## src/rtl/vga_pattern_timing_gen.sv

```systemverilog
// VGA timing generator with a built-in test-pattern source.
// Ports: clk, rst (async, high), ce (pixel enable), mode (pattern select);
//   hsync/vsync/de, x/y, line_start/frame_start, r/g/b, frame_cnt.
module vga_pattern_timing_gen #(
  parameter int H_ACTIVE   = 640,
  parameter int H_FP       = 16,
  parameter int H_SYNC     = 96,
  parameter int H_BP       = 48,
  parameter int V_ACTIVE   = 480,
  parameter int V_FP       = 10,
  parameter int V_SYNC     = 2,
  parameter int V_BP       = 33,
  parameter int HSYNC_POL  = 0,
  parameter int VSYNC_POL  = 0,
  parameter int COLOR_BITS = 2,
  parameter int CHECK_LOG2 = 4,
  parameter int XW         = 10,
  parameter int YW         = 10
) (
  input  logic                  clk,
  input  logic                  rst,
  input  logic                  ce,
  input  logic [1:0]            mode,
  output logic                  hsync,
  output logic                  vsync,
  output logic                  de,
  output logic [XW-1:0]         x,
  output logic [YW-1:0]         y,
  output logic                  line_start,
  output logic                  frame_start,
  output logic [COLOR_BITS-1:0] r,
  output logic [COLOR_BITS-1:0] g,
  output logic [COLOR_BITS-1:0] b,
  output logic [7:0]            frame_cnt
);

  localparam int H_TOTAL = H_ACTIVE + H_FP + H_SYNC + H_BP;
  localparam int V_TOTAL = V_ACTIVE + V_FP + V_SYNC + V_BP;
  localparam int HS_BEG  = H_ACTIVE + H_FP;
  localparam int HS_END  = HS_BEG + H_SYNC;
  localparam int VS_BEG  = V_ACTIVE + V_FP;
  localparam int VS_END  = VS_BEG + V_SYNC;
  localparam int BAR_W   = H_ACTIVE / 8;
  localparam int CSHIFT  = 8 - COLOR_BITS;
  localparam logic HS_ON = (HSYNC_POL != 0);
  localparam logic VS_ON = (VSYNC_POL != 0);
  localparam logic [COLOR_BITS-1:0] F = '1;

  logic [XW-1:0]         h;
  logic [YW-1:0]         v;
  logic [1:0]            mode_q;
  logic [1:0]            mode_eff;
  logic                  h_last;
  logic                  v_last;
  logic                  first;
  int                    hi;
  int                    vi;
  logic [2:0]            bar_k;
  logic                  chk;
  logic [7:0]            gx;
  logic [7:0]            gy;
  logic [7:0]            diag;
  logic                  de_d;
  logic                  hs_d;
  logic                  vs_d;
  logic [COLOR_BITS-1:0] r_d;
  logic [COLOR_BITS-1:0] g_d;
  logic [COLOR_BITS-1:0] b_d;

  always_comb begin
    hi     = int'(h);
    vi     = int'(v);
    h_last = (hi == H_TOTAL - 1);
    v_last = (vi == V_TOTAL - 1);
    first  = (h == '0) && (v == '0);
    // the pixel at (0,0) already uses the newly sampled mode
    mode_eff = first ? mode : mode_q;
    de_d  = (hi < H_ACTIVE) && (vi < V_ACTIVE);
    hs_d  = (hi >= HS_BEG && hi < HS_END) ? HS_ON : ~HS_ON;
    vs_d  = (vi >= VS_BEG && vi < VS_END) ? VS_ON : ~VS_ON;
    bar_k = 3'(7 - hi / BAR_W);
    chk   = h[CHECK_LOG2] ^ v[CHECK_LOG2];
    gx    = 8'((hi * 256) / H_ACTIVE);
    gy    = 8'((vi * 256) / V_ACTIVE);
    diag  = 8'(hi + vi + int'(frame_cnt));
    r_d   = '0;
    g_d   = '0;
    b_d   = '0;
    if (de_d) begin
      unique case (mode_eff)
        2'd0: begin
          r_d = bar_k[2] ? F : '0;
          g_d = bar_k[1] ? F : '0;
          b_d = bar_k[0] ? F : '0;
        end
        2'd1: begin
          r_d = chk ? F : '0;
          g_d = chk ? F : '0;
          b_d = chk ? F : '0;
        end
        2'd2: begin
          r_d = COLOR_BITS'(gx >> CSHIFT);
          g_d = COLOR_BITS'(gy >> CSHIFT);
        end
        2'd3: begin
          r_d = COLOR_BITS'(diag >> CSHIFT);
          g_d = COLOR_BITS'(diag >> CSHIFT);
          b_d = COLOR_BITS'(diag >> CSHIFT);
        end
      endcase
    end
  end

  always_ff @(posedge clk or posedge rst) begin
    if (rst) begin
      h           <= '0;
      v           <= '0;
      mode_q      <= '0;
      frame_cnt   <= '0;
      x           <= '0;
      y           <= '0;
      de          <= 1'b0;
      hsync       <= ~HS_ON;
      vsync       <= ~VS_ON;
      line_start  <= 1'b0;
      frame_start <= 1'b0;
      r           <= '0;
      g           <= '0;
      b           <= '0;
    end else if (ce) begin
      x           <= h;
      y           <= v;
      de          <= de_d;
      hsync       <= hs_d;
      vsync       <= vs_d;
      line_start  <= (h == '0);
      frame_start <= first;
      r           <= r_d;
      g           <= g_d;
      b           <= b_d;
      mode_q      <= mode_eff;
      if (h_last) begin
        h <= '0;
        if (v_last) begin
          v         <= '0;
          frame_cnt <= frame_cnt + 8'd1;
        end else begin
          v <= v + 1'b1;
        end
      end else begin
        h <= h + 1'b1;
      end
    end
  end

endmodule
```

## config.mk

```make
export PLATFORM = sky130hd
export DESIGN_NAME = vga_pattern_timing_gen
export DESIGN_NICKNAME = d
export VERILOG_FILES = /design/src/rtl/vga_pattern_timing_gen.sv
export SDC_FILE = /design/constraint.sdc
export NUM_CORES = 1
export LEC_CHECK = 0
export ABC_AREA = 1
export BUFFER_PORTS_ARGS = -buffer_cell sky130_fd_sc_hd__buf_4
export CAP_MARGIN = 10
export CORE_UTILIZATION = 43
export CTS_CLUSTER_SIZE = 12
export DETAILED_ROUTE_END_ITERATION = 10
export PLACE_DENSITY = 0.62
export SKIP_CTS_REPAIR_TIMING = 1
export SLEW_MARGIN = 20
export SYNTH_ARGS = -nofsm -noshare
export SYNTH_HDL_FRONTEND = slang
export SYNTH_SLANG_ARGS = --single-unit
```

## constraint.sdc

```tcl
create_clock -name clk -period 3.15 [get_ports clk]
set_input_delay 0.1575 -clock clk [delete_from_list [all_inputs] [get_ports clk]]
set_output_delay 0.1575 -clock clk [all_outputs]
set_load 0.02 [all_outputs]
```

==> key figures, run 1 <==
Cells and area
  – Area grow syn2layout: 16.4%
  – Finished Cell Area: 0.00463 mm2
  – Fin util: around 52%
  – Multi-input gate area: 0.00216 mm2
  – FILL cells: 861
  – Final nets: 578
  – Ant. Diodes: 0
  – Reg area: 0.00153 mm2
  – Layout cells sized above 1: 21.3%

Worst hold path
  – Worst Hold Class: in -> async

Floorplan
  – Row Count: 34
  – Die area: 0.00963 mm2
  – Die height: 98.1 um
  – IO Pins: 44
  – Die width: between 90 and 100 um
  – Core area: ~0.0088 mm2
  – Initial Util: 44.9%

Synthesis
  – Prevailing post-synth register cell: dfrtp_1
  – Cells after Synth: 509
  – Adder-cell share of the synthesized area: 7.12%
  – Library cells used by synthesis: 43
  – Async set-reset flop share out of synthesis: 100%
  – Post-Syn Nets: 533
  – Avg Synthesized Cell Area: ~8 um2
  – Largest family of logic cells by synthesized area: simple AND/OR/NAND/NOR gates
  – Cell Area, Synth: 0.00397 mm2
  – Part of the Yosys area used for sequential elements: approximately two fifths
  – Synth Register Bits: 61
  – Syn. warnings: 0
  – Compound-cell area share of the yosys netlist: about a tenth
  – Number of synthesized flops with an enable pin: 0
  – Xor/xnor share of the synthesized area: 3.97%
  – Multiplexer share of the synthesized area: 0%
  – Simple-Gate Fraction of Synth Area: 33.8%

Global routing
  – GR Util met1: 31.8%
  – Gr ovfl total: 0
  – Most Crowded Layer GR: met2
  – Largest net degree at the start of global routing: 45
  – Number of global-route vias before repair: around 3400
  – GR Util All Layers: 21.8%
  – Global-route wire length before repair: 16700 um
  – Met3 Track Usage GR: 3.22%
  – M2 GR Usage: 33.7%
  – Initial antenna violation count: 0

Routing
  – Total routed wirelength: 9630 um
  – Remaining DRCs: 3
  – DR pass1 iterations: 10
  – DR iter-0 viols: approximately 170
  – Vias: 3491
  – Via/cell ratio: roughly 5.2
  – WL per Instance: between 10 and 15 um
  – DRT antenna net count: 0

Clocking
  – CTS Buf Count: 9
  – Skew-Pair Late Insertion Delay: 0.34 ns
  – TritonCTS clock tree: done
  – H-tree levels: 3
  – Clock transition at path regs: 0.08 ns
  – Root buf cell: clkbuf_8
  – CTS Buffer Depth: 2
  – Clk sink count: 61

Placed design
  – Final GP Congestion: 0.852
  – # port buffers: 43
  – Detailed Place HPWL: approximately 7000 um
  – Pre-CTS WS: 0.479 ns
  – DP Area: ~0.0044 mm2

Worst setup path
  – Worst EP arrival: 2.98 ns
  – Crit-path leading delay family: adder cells
  – Crit Path Class: reg -> reg
  – CP most frequent cell: nand2_1
  – CP max stage delay: 0.63 ns
  – Crit end category: register
  – CP Data Required Time: between 3 and 4 ns
  – Worst Path Buf+Inv: 0
  – Slowest cell on crit path: dfrtp_1
  – R2r setup slk: 0.40 ns
  – Crit-path cells: fa_1, ha_1, nand4_1, o221ai_1, nand2_1, nand2_1, nand2_1, nand2_1, nand2_1, nor2_1, nand2_1, a22o_1
  – Max FO, Critical Path: 10
  – Worst Setup Start Kind: register

Power and ir drop
  – VDD IR max: 267 uV
  – Pleak: 2.35 nW
  – Pwr dens: ~480 mW/mm2

Status
  – Failing checks: DRC
  – Status: finished with violations

Timing
  – Setup TNS: 0 ns
  – Fin crit share: around 87%
  – Final Hold Vio Count: 0
  – Setup ws final: 0.401 ns
  – Post-layout min period: 2.75 ns
  – Final Skew: 0.0117 ns
  – Slew Limit Headroom: 37.3%
  – Max frequency: 364 MHz
  – Least-Margin Pin Slew: between 0.9 and 1 ns
  – RSZ-0062 raised after global routing: no
  – # setup viols final: 0
  – Final Max Slew Viols: 0

Flow run
  – MaxCap Viol Count: 0
## area by class of cell
type | count | area share (%)
clock buffers | 11 | 3.27
clock inverters | 5 | 1.78
repair buffers | 47 | 7.63
multi-input cells | 377 | 46.6
inverters | 58 | 4.71
flip-flops and latches | 61 | 33.0
well taps | 108 | 2.92
## where the power goes
group          switching (mW)  leakage, nW  total, mW  internal (mW)
logic                   0.285         1.50      0.459          0.174
registers              0.0822        0.737      0.927          0.845
clock network           0.343        0.108      0.831          0.489
## layout by cell type, fill, tap and decap left out, drive strengths merged, types with 2 or more instances in the layout
cell,Yosys,routed
a22o,3,3
nor4,3,3
inv,58,58
nor3,13,13
xnor2,2,2
bufinv,0,2
o21ai,37,37
nand4,17,17
dfstp,2,2
clkbuf,6,11
dfrtp,59,59
nand3,31,31
nand2,147,147
clkinvlp,0,3
fa,6,6
a21oi,14,14
xor2,16,16
nor2,62,62
buf,7,47
ha,13,13
a31oi,2,2
## per-layer routing
metal	vias up	wire length (um)
li1	1745	-
met1	1637	4810
met2	97	4250
met3	12	454
met4	0	113
met5	-	0
## logic make-up after synthesis
| family | Yosys count |
|---|---|
| buf+inv | 71 |
| xor+xnor | 18 |
| flops | 61 |
| fa+ha+maj | 19 |
| simple gates | 276 |
| compound gates | 64 |
## synth_stat cells, types with 2 or more instances
cell type	instances	area share, %
a21oi_1	14	1.8
a22o_1	3	0.66
a31oi_1	2	0.31
buf_2	4	0.50
buf_6	2	0.57
clkbuf_1	6	0.57
dfrtp_1	59	37
dfstp_2	2	1.3
fa_1	6	3.0
ha_1	13	4.1
inv_1	48	4.5
inv_2	10	0.94
nand2_1	127	12
nand2_2	13	2.0
nand2_4	7	2.0
nand3_1	28	3.5
nand3_2	3	0.76
nand4_1	16	2.5
nor2_1	50	4.7
nor2_2	6	0.94
nor2_4	4	1.1
nor2_8	2	1.0
nor3_1	11	1.4
nor3_2	2	0.50
nor4_1	3	0.47
o21ai_0	28	3.5
o21ai_1	5	0.63
o21ai_2	4	0.88
xnor2_1	2	0.44
xor2_1	16	3.5
## flip-flops by register name (all words and copies together), names as in the netlist, 2 cells and up
name,flops
h,10
v,10
x,10
y,10
frame_cnt,8
b,2
g,2
mode_q,2
r,2
## final timing paths
kind | start | to | cells after the start
setup / recovery | v[4] | g[1] | 12
hold / removal | rst | r[0] | 2
setup reg to reg | v[4] | g[1] | 12
hold reg to reg | y[6] | y[6] | 2
max in group asynchronous | rst | frame_cnt[3] | 3
min in group clk | mode[1] | mode_q[1] | 3
## stage by stage
stage | hold slack [ns] | instances | power (mW)
after global routing | 0.113 | 667 | 2.35
after global placement | 0.420 | 651 | 1.39
after detailed placement | 0.439 | 651 | 1.40
after floorplan | 0.306 | 509 | 1.26
final | 0.0217 | 667 | 2.22
after CTS | 0.0699 | 667 | 2.23
No activity file was read; power rests on OpenSTA's default activity.
==> run 2, diff against run 1 <==
- PLACE_DENSITY: 0.62 -> unset
==> run 2 against run 1 <==
The run still ends with DRC left. Die area is the same. Sequential share of layout area grew 0.27 points. Register-to-register slack gained 0.03 ns. Via count shrank 2.7%. Largest power group unchanged. Routed wire length shrank 1.4%.
==> key figures, run 2 (same netlist as run 1, synthesis figures left out) <==
Worst setup path
  – Crit end category: register
  – Slowest cell on crit path: dfrtp_1
  – Worst EP arrival: 2.95 ns (-0.03 ns)
  – Crit-path cells: fa_1, ha_1, nand4_1, o221ai_1, nand2_1, nand2_1, nand2_1, nand2_1, nand2_1, nor2_1, nand2_1, a22o_1
  – Crit Path Class: reg -> reg
  – Worst Path Buf+Inv: 0 (unchanged)
  – Worst Setup Start Kind: register
  – CP max stage delay: 0.60 ns (-0.03 ns)
  – CP Data Required Time: 3.37 ns (about the same)
  – Crit-path leading delay family: adder cells
  – Max FO, Critical Path: 10 (unchanged)
  – CP most frequent cell: nand2_1

Timing
  – # setup viols final: 0 (unchanged)
  – Least-Margin Pin Slew: 0.579 ns (-0.360 ns)
  – Max frequency: 367 MHz (+0.96%)
  – Final Skew: 0.00546 ns (-0.00625 ns)
  – RSZ-0062 raised after global routing: no
  – Post-layout min period: 2.72 ns (-0.0262 ns)
  – Final Hold Vio Count: 0 (unchanged)
  – Slew Limit Headroom: 61.4% (+24 points)
  – Fin crit share: 86.4% (-0.83 points)
  – Setup TNS: 0 ns (unchanged)
  – Final Max Slew Viols: 0 (unchanged)

Power and ir drop
  – Pleak: 2.33 nW (-0.85%)
  – Pwr dens: 443 mW/mm2 (-7.5%)
  – VDD IR max: 240 uV (-9.8%)

Cells and area
  – FILL cells: 891 (+3.5%)
  – Layout cells sized above 1: 21.3% (-0.038 points)
  – Finished Layout Cells: 668 (+0.15%)
  – Final nets: 579 (+0.17%)
  – Commonest non-fill, non-tap cell in the layout: nand2_1
  – Most frequent cells in the layout: nand2_1, dfrtp_1, nor2_1
  – Area grow syn2layout: 15.5%
  – Ant. Diodes: 0 (unchanged)

Placed design
  – Detailed Place HPWL: 7360 um (+2.4%)
  – Final GP Congestion: 0.867 (+1.7%)
  – DP Cell Count: 651 (unchanged)
  – # port buffers: 43 (unchanged)

Clocking
  – TritonCTS clock tree: done
  – Clock transition at path regs: 0.07 ns (about the same)
  – CTS Buf Count: 9 (unchanged)
  – Clk sink count: 61 (unchanged)
  – Root buf cell: clkbuf_8
  – Skew-Pair Late Insertion Delay: 0.34 ns (about the same)
  – H-tree levels: 3 (unchanged)
  – CTS Buffer Depth: 2 (unchanged)

Floorplan
  – Row Count: 34 (unchanged)
  – IO Pins: 44 (unchanged)
  – Die height: 98.1 um (unchanged)
  – Initial Util: 44.9% (unchanged)
  – Die area: 0.00963 mm2 (unchanged)
  – Core area: 0.00885 mm2 (unchanged)
  – Die width: 98.1 um (unchanged)

Routing
  – DR iter-0 viols: 157 (-8.2%)
  – WL per Instance: 14.2 um (-1.5%)
  – DRT antenna net count: 0 (unchanged)
  – Via/cell ratio: 5.08 (-2.9%)
  – Remaining DRCs: 6 (+3)
  – Total routed wirelength: 9500 um (-1.4%)
  – Vias: 3396 (-2.7%)
  – DR pass1 iterations: 7 (-3)

Status
  – Status: finished with violations
  – Failing checks: DRC

Global routing
  – Largest net degree at the start of global routing: 47 (+4.4%)
  – GR Util All Layers: 21.6% (-0.15 points)
  – Gr ovfl total: 0 (unchanged)
  – Global-route wire length before repair: 16600 um (-0.78%)
  – Number of global-route vias before repair: 3331 (-0.95%)
  – Initial antenna violation count: 0 (unchanged)

Worst hold path
  – Worst Hold Class: in -> reg

Flow run
  – MaxCap Viol Count: 0 (unchanged)
## run 2: cell types whose count changed in the layout (fill, tap and decap cells not counted)
cell | before | now
bufinv_16 | 2 | 0
dlygate4sd3_1 | 0 | 1
clkinv_2 | 0 | 1
clkinvlp_4 | 3 | 4
## run 2: path summary, 6_finish.rpt
kind	slack (ns)	cells past startpoint	to	start
worst max-delay path	0.43	12	r[1]	v[4]
worst max register to register	0.43	12	r[1]	v[4]
worst min register to register	0.48	2	y[6]	y[6]
worst min-delay path	0.12	3	mode_q[1]	mode[1]
min in group asynchronous	0.44	3	y[0]	rst
max in group asynchronous	1.81	4	hsync	rst
## run 2: where the power goes
group	total, mW	internal [mW]	switching (mW)	leakage (nW)
logic	0.461	0.175	0.285	1.51
registers	0.923	0.845	0.0773	0.737
clock network	0.650	0.327	0.324	0.0836
total	2.03	1.35	0.687	2.33
## run 2: cell type report
class	instances	area, um2	share of cell area (%)
inverters	58	218	4.74
clock buffers	11	151	3.30
well taps	108	135	2.94
multi-input cells	377	2160	47.0
flip-flops and latches	61	1530	33.3
repair buffers	48	363	7.91
clock inverters	5	35.0	0.763
## run 2: per-stage QoR
step / hold slack (ns) / cell area (um2) / worst slack, ns / utilization (%) / total power [mW]
floorplan: 0.306 / 3970 / 0.782 / - / 1.26
global placement: 0.264 / 4390 / 0.488 / 49.6 / 1.39
detailed placement: 0.268 / 4390 / 0.501 / 49.6 / 1.40
CTS: -0.0918 / 4580 / 0.473 / 51.8 / 2.05
global route: 0.158 / 4590 / 0.176 / 51.9 / 2.17
finish: 0.120 / 4590 / 0.427 / 51.9 / 2.03
## run 2: worst min-delay path: cells and delay by family
kind                   cells  cell delay, ns
AO/OA/AOI/OAI              1            0.08
buffers and inverters      2            0.17
## run 2: layer usage
| layer | wire, um | track usage, % | share of wire (%) | up-vias |
|---|---|---|---|---|
| li1 | - | - | - | 1746 |
| met1 | 4790 | 31.3 | 50 | 1588 |
| met2 | 4300 | 33.9 | 45 | 55 |
| met3 | 342 | 3.79 | 3.6 | 7 |
| met4 | 68 | 4.94 | 0.72 | 0 |
| met5 | 0 | 0 | 0 | - |
==> run 3, diff against run 2 <==
- CORE_UTILIZATION: 43 -> 45
==> run 3 against run 2 <==
The flow now finishes without violations. Register-to-register slack better by 0.02 ns. Hold slack better by 0.011 ns. Clock power up 9.8%. Critical path type unchanged. Largest cell class unchanged.
==> key figures, run 3 (same netlist as run 1, synthesis figures left out) <==
Worst setup path
  – CP most frequent cell: nand2_1
  – Crit-path leading delay family: adder cells
  – Crit-path cells: fa_1, ha_1, nand4_1, o221ai_1, nand2_1, nand2_1, nand2_1, nand2_1, nand2_1, nor2_1, nand2_1, a22o_1
  – Worst EP arrival: 2.94 ns (about the same)
  – Max FO, Critical Path: 10 (unchanged)
  – Worst Path Buf+Inv: 0 (unchanged)
  – Crit end category: register
  – Worst Setup Start Kind: register
  – Crit Path Class: reg -> reg
  – Crit. path cell count: 12 (unchanged)
  – CP Data Required Time: 3.38 ns (about the same)
  – Cells on worst reg2reg path: 12 (unchanged)
  – Slowest cell on crit path: dfrtp_1
  – CP max stage delay: 0.62 ns (+0.02 ns)

Cells and area
  – Commonest non-fill, non-tap cell in the layout: nand2_1
  – Final nets: 579 (unchanged)
  – Layout cells sized above 1: 21.1% (-0.18 points)
  – Area grow syn2layout: 15.8%
  – Most frequent cells in the layout: nand2_1, dfrtp_1, nor2_1
  – Ant. Diodes: 0 (unchanged)
  – FILL cells: 792 (-11%)

Status
  – Status: complete, no violations

Power and ir drop
  – Sequential share of power: 44.3% (-1.1 points)
  – Comb pwr share: 21.6% (-1.1 points)
  – Clock power frac: 34.2% (+2.2 points)
  – Pleak: 2.35 nW (+0.81%)
  – Net Sw Frac: 31.8% (-2.0 points)
  – Internal power: 1.43 mW (+5.9%)
  – VDD IR max: 280 uV (+17%)
  – NetSw: 0.664 mW (-3.3%)
  – Pwr dens: 454 mW/mm2 (+2.5%)

Routing
  – WL per Instance: 14.1 um (-0.96%)
  – DRT antenna net count: 0 (unchanged)
  – Total routed wirelength: 9360 um (-1.4%)
  – DR pass1 iterations: 4 (-3)
  – Via/cell ratio: 5.11 (+0.42%)
  – DR iter-0 viols: 190 (+21%)
  – Remaining DRCs: 0 (-6)
  – Vias: 3395 (-0.029%)

Clocking
  – CTS Buffer Depth: 2 (unchanged)
  – Clk sink count: 61 (unchanged)
  – CTS Buf Count: 9 (unchanged)
  – Clock transition at path regs: 0.08 ns (about the same)
  – Root buf cell: clkbuf_8
  – Skew-Pair Late Insertion Delay: 0.34 ns (about the same)
  – TritonCTS clock tree: done
  – H-tree levels: 3 (unchanged)

Global routing
  – Global-route wire length before repair: 15600 um (-5.8%)
  – Most Crowded Layer GR: met2
  – GR Util met1: 33.3% (+1.9 points)
  – GR Util All Layers: 22.5% (+0.85 points)
  – Met3 Track Usage GR: 3.48% (-0.32 points)
  – Largest net degree at the start of global routing: 47 (unchanged)
  – M2 GR Usage: 33.6% (-0.29 points)
  – Initial antenna violation count: 0 (unchanged)
  – Number of global-route vias before repair: 3113 (-6.5%)
  – Gr ovfl total: 0 (unchanged)

Timing
  – Final Hold Vio Count: 0 (unchanged)
  – Setup TNS: 0 ns (unchanged)
  – Least-Margin Pin Slew: 0.524 ns (-0.0542 ns)
  – Post-layout min period: 2.71 ns (-0.0160 ns)
  – Fin crit share: 85.9% (-0.51 points)
  – Final Skew: 0.0137 ns (+0.00826 ns)
  – Max frequency: 369 MHz (+0.59%)
  – # setup viols final: 0 (unchanged)
  – Slew Limit Headroom: 65.0% (+3.6 points)
  – RSZ-0062 raised after global routing: no
  – Final hold slack: 0.131 ns (+0.0112 ns)
  – Final Max Slew Viols: 0 (unchanged)

Flow run
  – MaxCap Viol Count: 0 (unchanged)

Placed design
  – # port buffers: 43 (unchanged)
  – Final GP Congestion: 0.872 (+0.60%)
  – Detailed Place HPWL: 7120 um (-3.2%)

Worst hold path
  – Worst Hold Class: in -> reg
  – Hold depth: 3 (unchanged)

Floorplan
  – Die height: 96.0 um (-2.2%)
  – Row Count: 33 (-2.9%)
  – Core area: 0.00838 mm2 (-5.3%)
  – Die width: 96.0 um (-2.2%)
  – Die area: 0.00921 mm2 (-4.4%)
  – Initial Util: 47.4% (+2.5 points)
  – IO Pins: 44 (unchanged)
==> run 3: changes by cell type in the layout (fill, tap and decap cells not counted), sizes merged <==
cell / before / now
clkinvlp: 4 / 1
clkinv: 1 / 2
clkbuf: 11 / 12
bufinv: 0 / 1
==> run 3: worst min-delay path, delay by kind of cell <==
family                 cells  cell delay [ns]
AO/OA/AOI/OAI              1             0.09
buffers and inverters      2             0.18
==> run 3: per-layer routing <==
layer,up-vias,share of wire [%]
li1,1757,-
met1,1551,52
met2,76,44
met3,11,3.6
met4,0,1.2
met5,-,0
==> run 3: path summary, 6_finish.rpt <==
path | startpoint | endpoint | slack [ns]
setup / recovery | v[4] | r[1] | 0.44
hold / removal | mode[1] | mode_q[1] | 0.13
setup reg to reg | v[4] | r[1] | 0.44
hold reg to reg | y[5] | y[5] | 0.48
max in group asynchronous | rst | hsync | 1.81
min in group asynchronous | rst | y[3] | 0.42
==> run 3: power groups by stage <==
stage	logic [mW]	registers [mW]	clock network [mW]
3_3_place_gp	0.450	0.939	0
2_1_floorplan	0.309	0.947	0
3_5_place_dp	0.453	0.941	0
6_report	0.451	0.925	0.714
5_1_grt	0.520	0.940	0.772
4_1_cts	0.457	0.927	0.735
==> run 3: layout make-up <==
type / instances / area, um2 / share of cell area (%)
clock inverters: 4 / 47.5 / 1.03
multi-input cells: 377 / 2160 / 46.9
flip-flops and latches: 61 / 1530 / 33.2
inverters: 58 / 218 / 4.73
repair buffers: 48 / 363 / 7.88
clock buffers: 12 / 155 / 3.37
well taps: 105 / 131 / 2.85
==> run 3: per-stage QoR <==
stage	instances	util, %	total power, mW	cell area [um2]	setup WS [ns]
5_1_grt	665	54.9	2.23	4600	0.195
2_1_floorplan	509	-	1.26	3970	0.782
3_5_place_dp	648	52.4	1.39	4390	0.502
6_report	665	54.9	2.09	4600	0.443
3_3_place_gp	648	52.4	1.39	4390	0.483
4_1_cts	664	54.8	2.12	4590	0.474
